==> src/rtl/demux_dispatch_queue.sv <==
// Buffered dispatcher feeding an 8-bit 1-to-3 demultiplexer.
// Producers push (byte, destination) pairs through a valid/ready handshake.
// Entries are queued in a FIFO and presented one at a time on I/S with STB.
// Each entry is held until the addressed destination acknowledges it.
//
// Ports:
//   CLK, RST          clock, asynchronous active-high reset
//   IN_DATA/IN_DEST   byte and destination code (01=Q1, 10=Q2, 11=Q3, 00=discard)
//   IN_VALID/IN_READY producer handshake; IN_READY is !full
//   I, S, STB         presented entry to the demux; S is 00 whenever STB is 0
//   DEST_READY        per-destination acknowledge (bit0=Q1, bit1=Q2, bit2=Q3)
//   COUNT             queue occupancy, excluding the output stage
//   DROP              one-cycle pulse after an IN_DEST=00 entry is accepted
module demux_dispatch_queue #(
   parameter int unsigned WIDTH = 8,
   parameter int unsigned DEPTH = 4
) (
   input  logic                     CLK,
   input  logic                     RST,
   input  logic [WIDTH-1:0]         IN_DATA,
   input  logic [1:0]               IN_DEST,
   input  logic                     IN_VALID,
   output logic                     IN_READY,
   output logic [WIDTH-1:0]         I,
   output logic [1:0]               S,
   output logic                     STB,
   input  logic [2:0]               DEST_READY,
   output logic [$clog2(DEPTH):0]   COUNT,
   output logic                     DROP
);

   localparam int unsigned PW = $clog2(DEPTH);
   localparam int unsigned CW = PW + 1;

   typedef enum logic [0:0] {StIdle, StSend} state_e;

   state_e            state_q;
   logic [WIDTH-1:0]  mem_data [DEPTH];
   logic [1:0]        mem_dest [DEPTH];
   logic [PW-1:0]     wr_ptr_q, rd_ptr_q;
   logic [CW-1:0]     count_d;
   logic              accept, push, pop, sel_ready, ack;

   // Full blocks new input even if a pop happens in the same cycle.
   assign IN_READY = (COUNT != CW'(DEPTH));
   assign accept   = IN_VALID && IN_READY;
   assign push     = accept && (IN_DEST != 2'b00);

   always_comb begin
      sel_ready = 1'b0;
      unique case (S)
         2'b01:   sel_ready = DEST_READY[0];
         2'b10:   sel_ready = DEST_READY[1];
         2'b11:   sel_ready = DEST_READY[2];
         default: sel_ready = 1'b0;
      endcase
   end

   assign ack = STB && sel_ready;
   // The output stage takes a new head when empty or when its entry retires.
   assign pop = (COUNT != '0) && (!STB || ack);

   always_comb begin
      count_d = COUNT;
      unique case ({push, pop})
         2'b10:   count_d = COUNT + CW'(1);
         2'b01:   count_d = COUNT - CW'(1);
         default: count_d = COUNT;
      endcase
   end

   // Storage is not reset; occupancy and pointers define what is valid.
   always_ff @(posedge CLK) begin
      if (push) begin
         mem_data[wr_ptr_q] <= IN_DATA;
         mem_dest[wr_ptr_q] <= IN_DEST;
      end
   end

   always_ff @(posedge CLK or posedge RST) begin
      if (RST) begin
         wr_ptr_q <= '0;
         rd_ptr_q <= '0;
         COUNT    <= '0;
         DROP     <= 1'b0;
      end else begin
         if (push) wr_ptr_q <= wr_ptr_q + PW'(1);
         if (pop)  rd_ptr_q <= rd_ptr_q + PW'(1);
         COUNT <= count_d;
         DROP  <= accept && (IN_DEST == 2'b00);
      end
   end

   // Output stage FSM with registered I/S/STB.
   always_ff @(posedge CLK or posedge RST) begin
      if (RST) begin
         state_q <= StIdle;
         I       <= '0;
         S       <= 2'b00;
         STB     <= 1'b0;
      end else begin
         unique case (state_q)
            StIdle: begin
               if (pop) begin
                  I       <= mem_data[rd_ptr_q];
                  S       <= mem_dest[rd_ptr_q];
                  STB     <= 1'b1;
                  state_q <= StSend;
               end
            end
            StSend: begin
               if (pop) begin
                  I <= mem_data[rd_ptr_q];
                  S <= mem_dest[rd_ptr_q];
               end else if (ack) begin
                  I       <= '0;
                  S       <= 2'b00;
                  STB     <= 1'b0;
                  state_q <= StIdle;
               end
            end
            default: state_q <= StIdle;
         endcase
      end
   end

endmodule

==> config.mk <==
export PLATFORM = sky130hd
export DESIGN_NAME = demux_dispatch_queue
export DESIGN_NICKNAME = d
export VERILOG_FILES = /design/src/rtl/demux_dispatch_queue.sv
export SDC_FILE = /design/constraint.sdc
export NUM_CORES = 1
export LEC_CHECK = 0
export CAP_MARGIN = 30
export CORE_ASPECT_RATIO = 1.75
export CORE_MARGIN = 2
export CORE_UTILIZATION = 50
export DETAILED_ROUTE_END_ITERATION = 10
export GPL_TIMING_DRIVEN = 0
export PLACE_DENSITY = 0.73
export SYNTH_ARGS = -nofsm -noshare
export SYNTH_HDL_FRONTEND = slang
export SYNTH_SLANG_ARGS = --single-unit
==> constraint.sdc <==
create_clock -name CLK -period 3.07 [get_ports CLK]
set_input_delay 0.614 -clock CLK [delete_from_list [all_inputs] [get_ports CLK]]
set_output_delay 0.614 -clock CLK [all_outputs]
set_load 0.005 [all_outputs]
==> results_dict.tcl <==
set metrics [dict create \
    synthTopCellsByCount "40 x edfxtp_1, 20 x dfrtp_1, 10 x a22o_1, 10 x mux4_2, 9 x inv_1" \
    fin_setup_tns_ns 0 \
    die_y_microns 95.79 \
    grt_util_met3 0.04704 \
    worst_setup_path_start_kind "primary input" \
    async_reset_ff_frac 0.3333 \
    drv_cap 0 \
    ys_warn_count 0 \
    syn_avg_cell_area_sq_um 18.52 \
    hold_violations 0 \
    fin_crit_sh 0.8545 \
    routabilityCongestion 0.7856 \
    antenna_cells 0 \
    crit_required_ns 3.32 \
    utilization 0.6374 \
    nets 194 \
    period_minus_slack_ns 2.623 \
    grtUsageTotal 0.1617 \
    syn-cell-area_sq_um 2407 \
    grt_pass1_vias 1312 \
    die-area_sq_um 5407 \
    io_buffers 31 \
    cts_sinks 60 \
    grt-ovfl-total 0 \
    cts_buffer_depth 2 \
    ir_worst_vdd_uv 536.6 \
    grt_pass1_wl_microns 6237 \
    initial_core_util 0.5160 \
    netlist.top_cell.by_area "edfxtp_1" \
    slew_violations 0 \
    synth.top_cell.area_share 0.4990 \
    rr_startpoint "S[0]" \
    critPathKind "in2reg" \
    cellPowerDensity_nw_per_um2 683.7 \
    drive_gt1_frac 0.2034 \
    cts_buffers 9 \
    vias_per_cell 5.450 \
    worst_pin_slew_ns 0.7644 \
    num_vias 1248 \
    die_w_microns 56.45 \
    hold_buffers 0 \
    hold_start "I[2]" \
    ys_types 27 \
    drc_errors 0 \
    place_area_sq_um 2783 \
    synth_top_flop_cell "edfxtp_1" \
    hold_path_end "I[2]" \
    cts_root_buffer "clkbuf_8" \
    path_max_fanout 10 \
    dp_hpwl_microns 2777 \
    drtAntennaViolNets 0 \
    synth-edff-count 40 \
    holdPathStages 1 \
    slew_headroom 0.4898 \
    hold_slack_ns 0.5006 \
    path_clk_slew_ns 0.06 \
    yosys_register_bits 60 \
    core-area_sq_um 4666 \
    grt.busiest_layer "met2" \
    rows 33 \
    ff2ff_path_depth 9 \
    cp-end-kind "flop" \
    clk_latency_ns 0.33 \
    synth.most_common_cell "edfxtp_1" \
    crit_arrival_ns 2.87 \
    htree_levels 3 \
    fill_cells 346 \
    antenna_found_initial 0 \
    outcome "complete, no violations" \
    postSynthCellCount 130 \
    num_io_pins 32 \
    drt_first_pass_iters 4 \
    seq_area_frac_synth 0.7069 \
    leakagePower_nw 1.110 \
    first_iter_violations 25 \
    fmax_mhz 381.2 \
    cts_tree "yes" \
    area_growth_pct 23.54 \
    grt_setup_unrepaired "false" \
    finalClockSkew_ns 0.005628 \
    rrSetupSlack_ns 0.68 \
    globalRouteMet2Util 0.2723 \
    cts-resized-gates 0 \
    syn_nets 152 \
    timing.rr.end "COUNT[2]" \
    post-cts-setup-buffers 0 \
    grt_start_max_net_pins 21 \
    min_path_type "reg2reg" \
    wl_microns 3849 \
    grtUsageMet1 0.1782 \
    synth_area_leaders "edfxtp_1 50%, dfrtp_1 21%, mux4_2 9.4%" \
    p_total_mw 2.033 \
    setup_viol 0 \
    final_area_sq_um 2974 \
    wl_per_cell_microns 16.81 \
]
==> kinds of logic (layout without fill, tap and decap cells) <==
family,Yosys count,after routing,synth area share
adders and majority gates,6,6,0.03430
AOI/OAI and AO/OA,18,18,0.06393
and+or+nand+nor,14,14,0.03587
DFF,60,60,0.7069
muxes,13,13,0.1102
buffers and inverters,13,60,0.02702
xor gates and xnor gates,6,6,0.02183
==> routing by layer <==
layer  part of all wire  vias up
li1                   -      584
met1               0.41      628
met2               0.54       29
met3              0.035        7
met4              0.021        0
met5                  0        -
==> cell type report <==
type	instances	area (sq um)	share of cell area
repair buffers	31	310.3	0.1043
well taps	52	65.06	0.02188
clock inverters	7	67.56	0.02272
plain buffers	4	31.28	0.01052
inverters	9	33.78	0.01136
clock buffers	9	123.9	0.04165
flip-flops and latches	60	1702	0.5721
multi-input cells	57	640.6	0.2154
==> report_power, final <==
part	switching, mW	internal (mW)	total, mW	leakage [nW]
clock	0.295	0.369	0.665	0.0926
sequential	0.0581	0.992	1.05	0.617
combinational	0.157	0.161	0.318	0.401
total	0.511	1.52	2.03	1.11
==> how the worst max path moves through the flow <==
stage,start,to,cells past startpoint
2_1_floorplan,DEST_READY[0],COUNT[2],10
3_3_place_gp,DEST_READY[0],COUNT[2],11
3_5_place_dp,DEST_READY[0],COUNT[2],11
4_1_cts,DEST_READY[0],COUNT[2],11
5_1_grt,DEST_READY[0],COUNT[2],11
6_report,DEST_READY[0],COUNT[2],11
==> worst max-delay path, cell delays in order <==
cell             delay [ns]
clkdlybuf4s50_1        0.46
mux2_4                 0.14
nand2_2                0.08
a31oi_2                0.29
buf_6                  0.20
ha_1                   0.19
inv_1                  0.06
fa_1                   0.37
xor2_1                 0.17
nor2_1                 0.12
xor2_1                 0.18
==> state kept, by name (all words and copies together) (netlist names) <==
register / flops
mem_dest: 8
wr_ptr_q: 2
I: 8
DROP: 1
rd_ptr_q: 2
state_q: 1
mem_data: 32
S: 2
COUNT: 3
STB: 1
==> through the flow <==
step,cells,worst slack (ns)
6_report,229,0.4466
5_1_grt,229,0.3348
4_1_cts,229,0.4482
3_5_place_dp,213,0.09827
3_3_place_gp,213,0.2010
2_1_floorplan,130,0.7936
==> cells in the final DEF, fill, tap and decap left out, drive strengths merged <==
cell           count
a21oi              4
a22o              10
a2bb2oi            1
a311o              1
a31o               1
a31oi              1
and2               4
buf                3
bufinv             1
clkbuf            10
clkdlybuf4s50     31
clkinv             4
clkinvlp           2
dfrtp             20
edfxtp            40
fa                 1
ha                 5
inv                9
mux2               2
mux2i              1
mux4              10
nand2              2
nand3b             1
nor2               3
nor3               2
or3                1
or3b               1
xnor2              4
xor2               2
(Power assumes the default switching activity.)
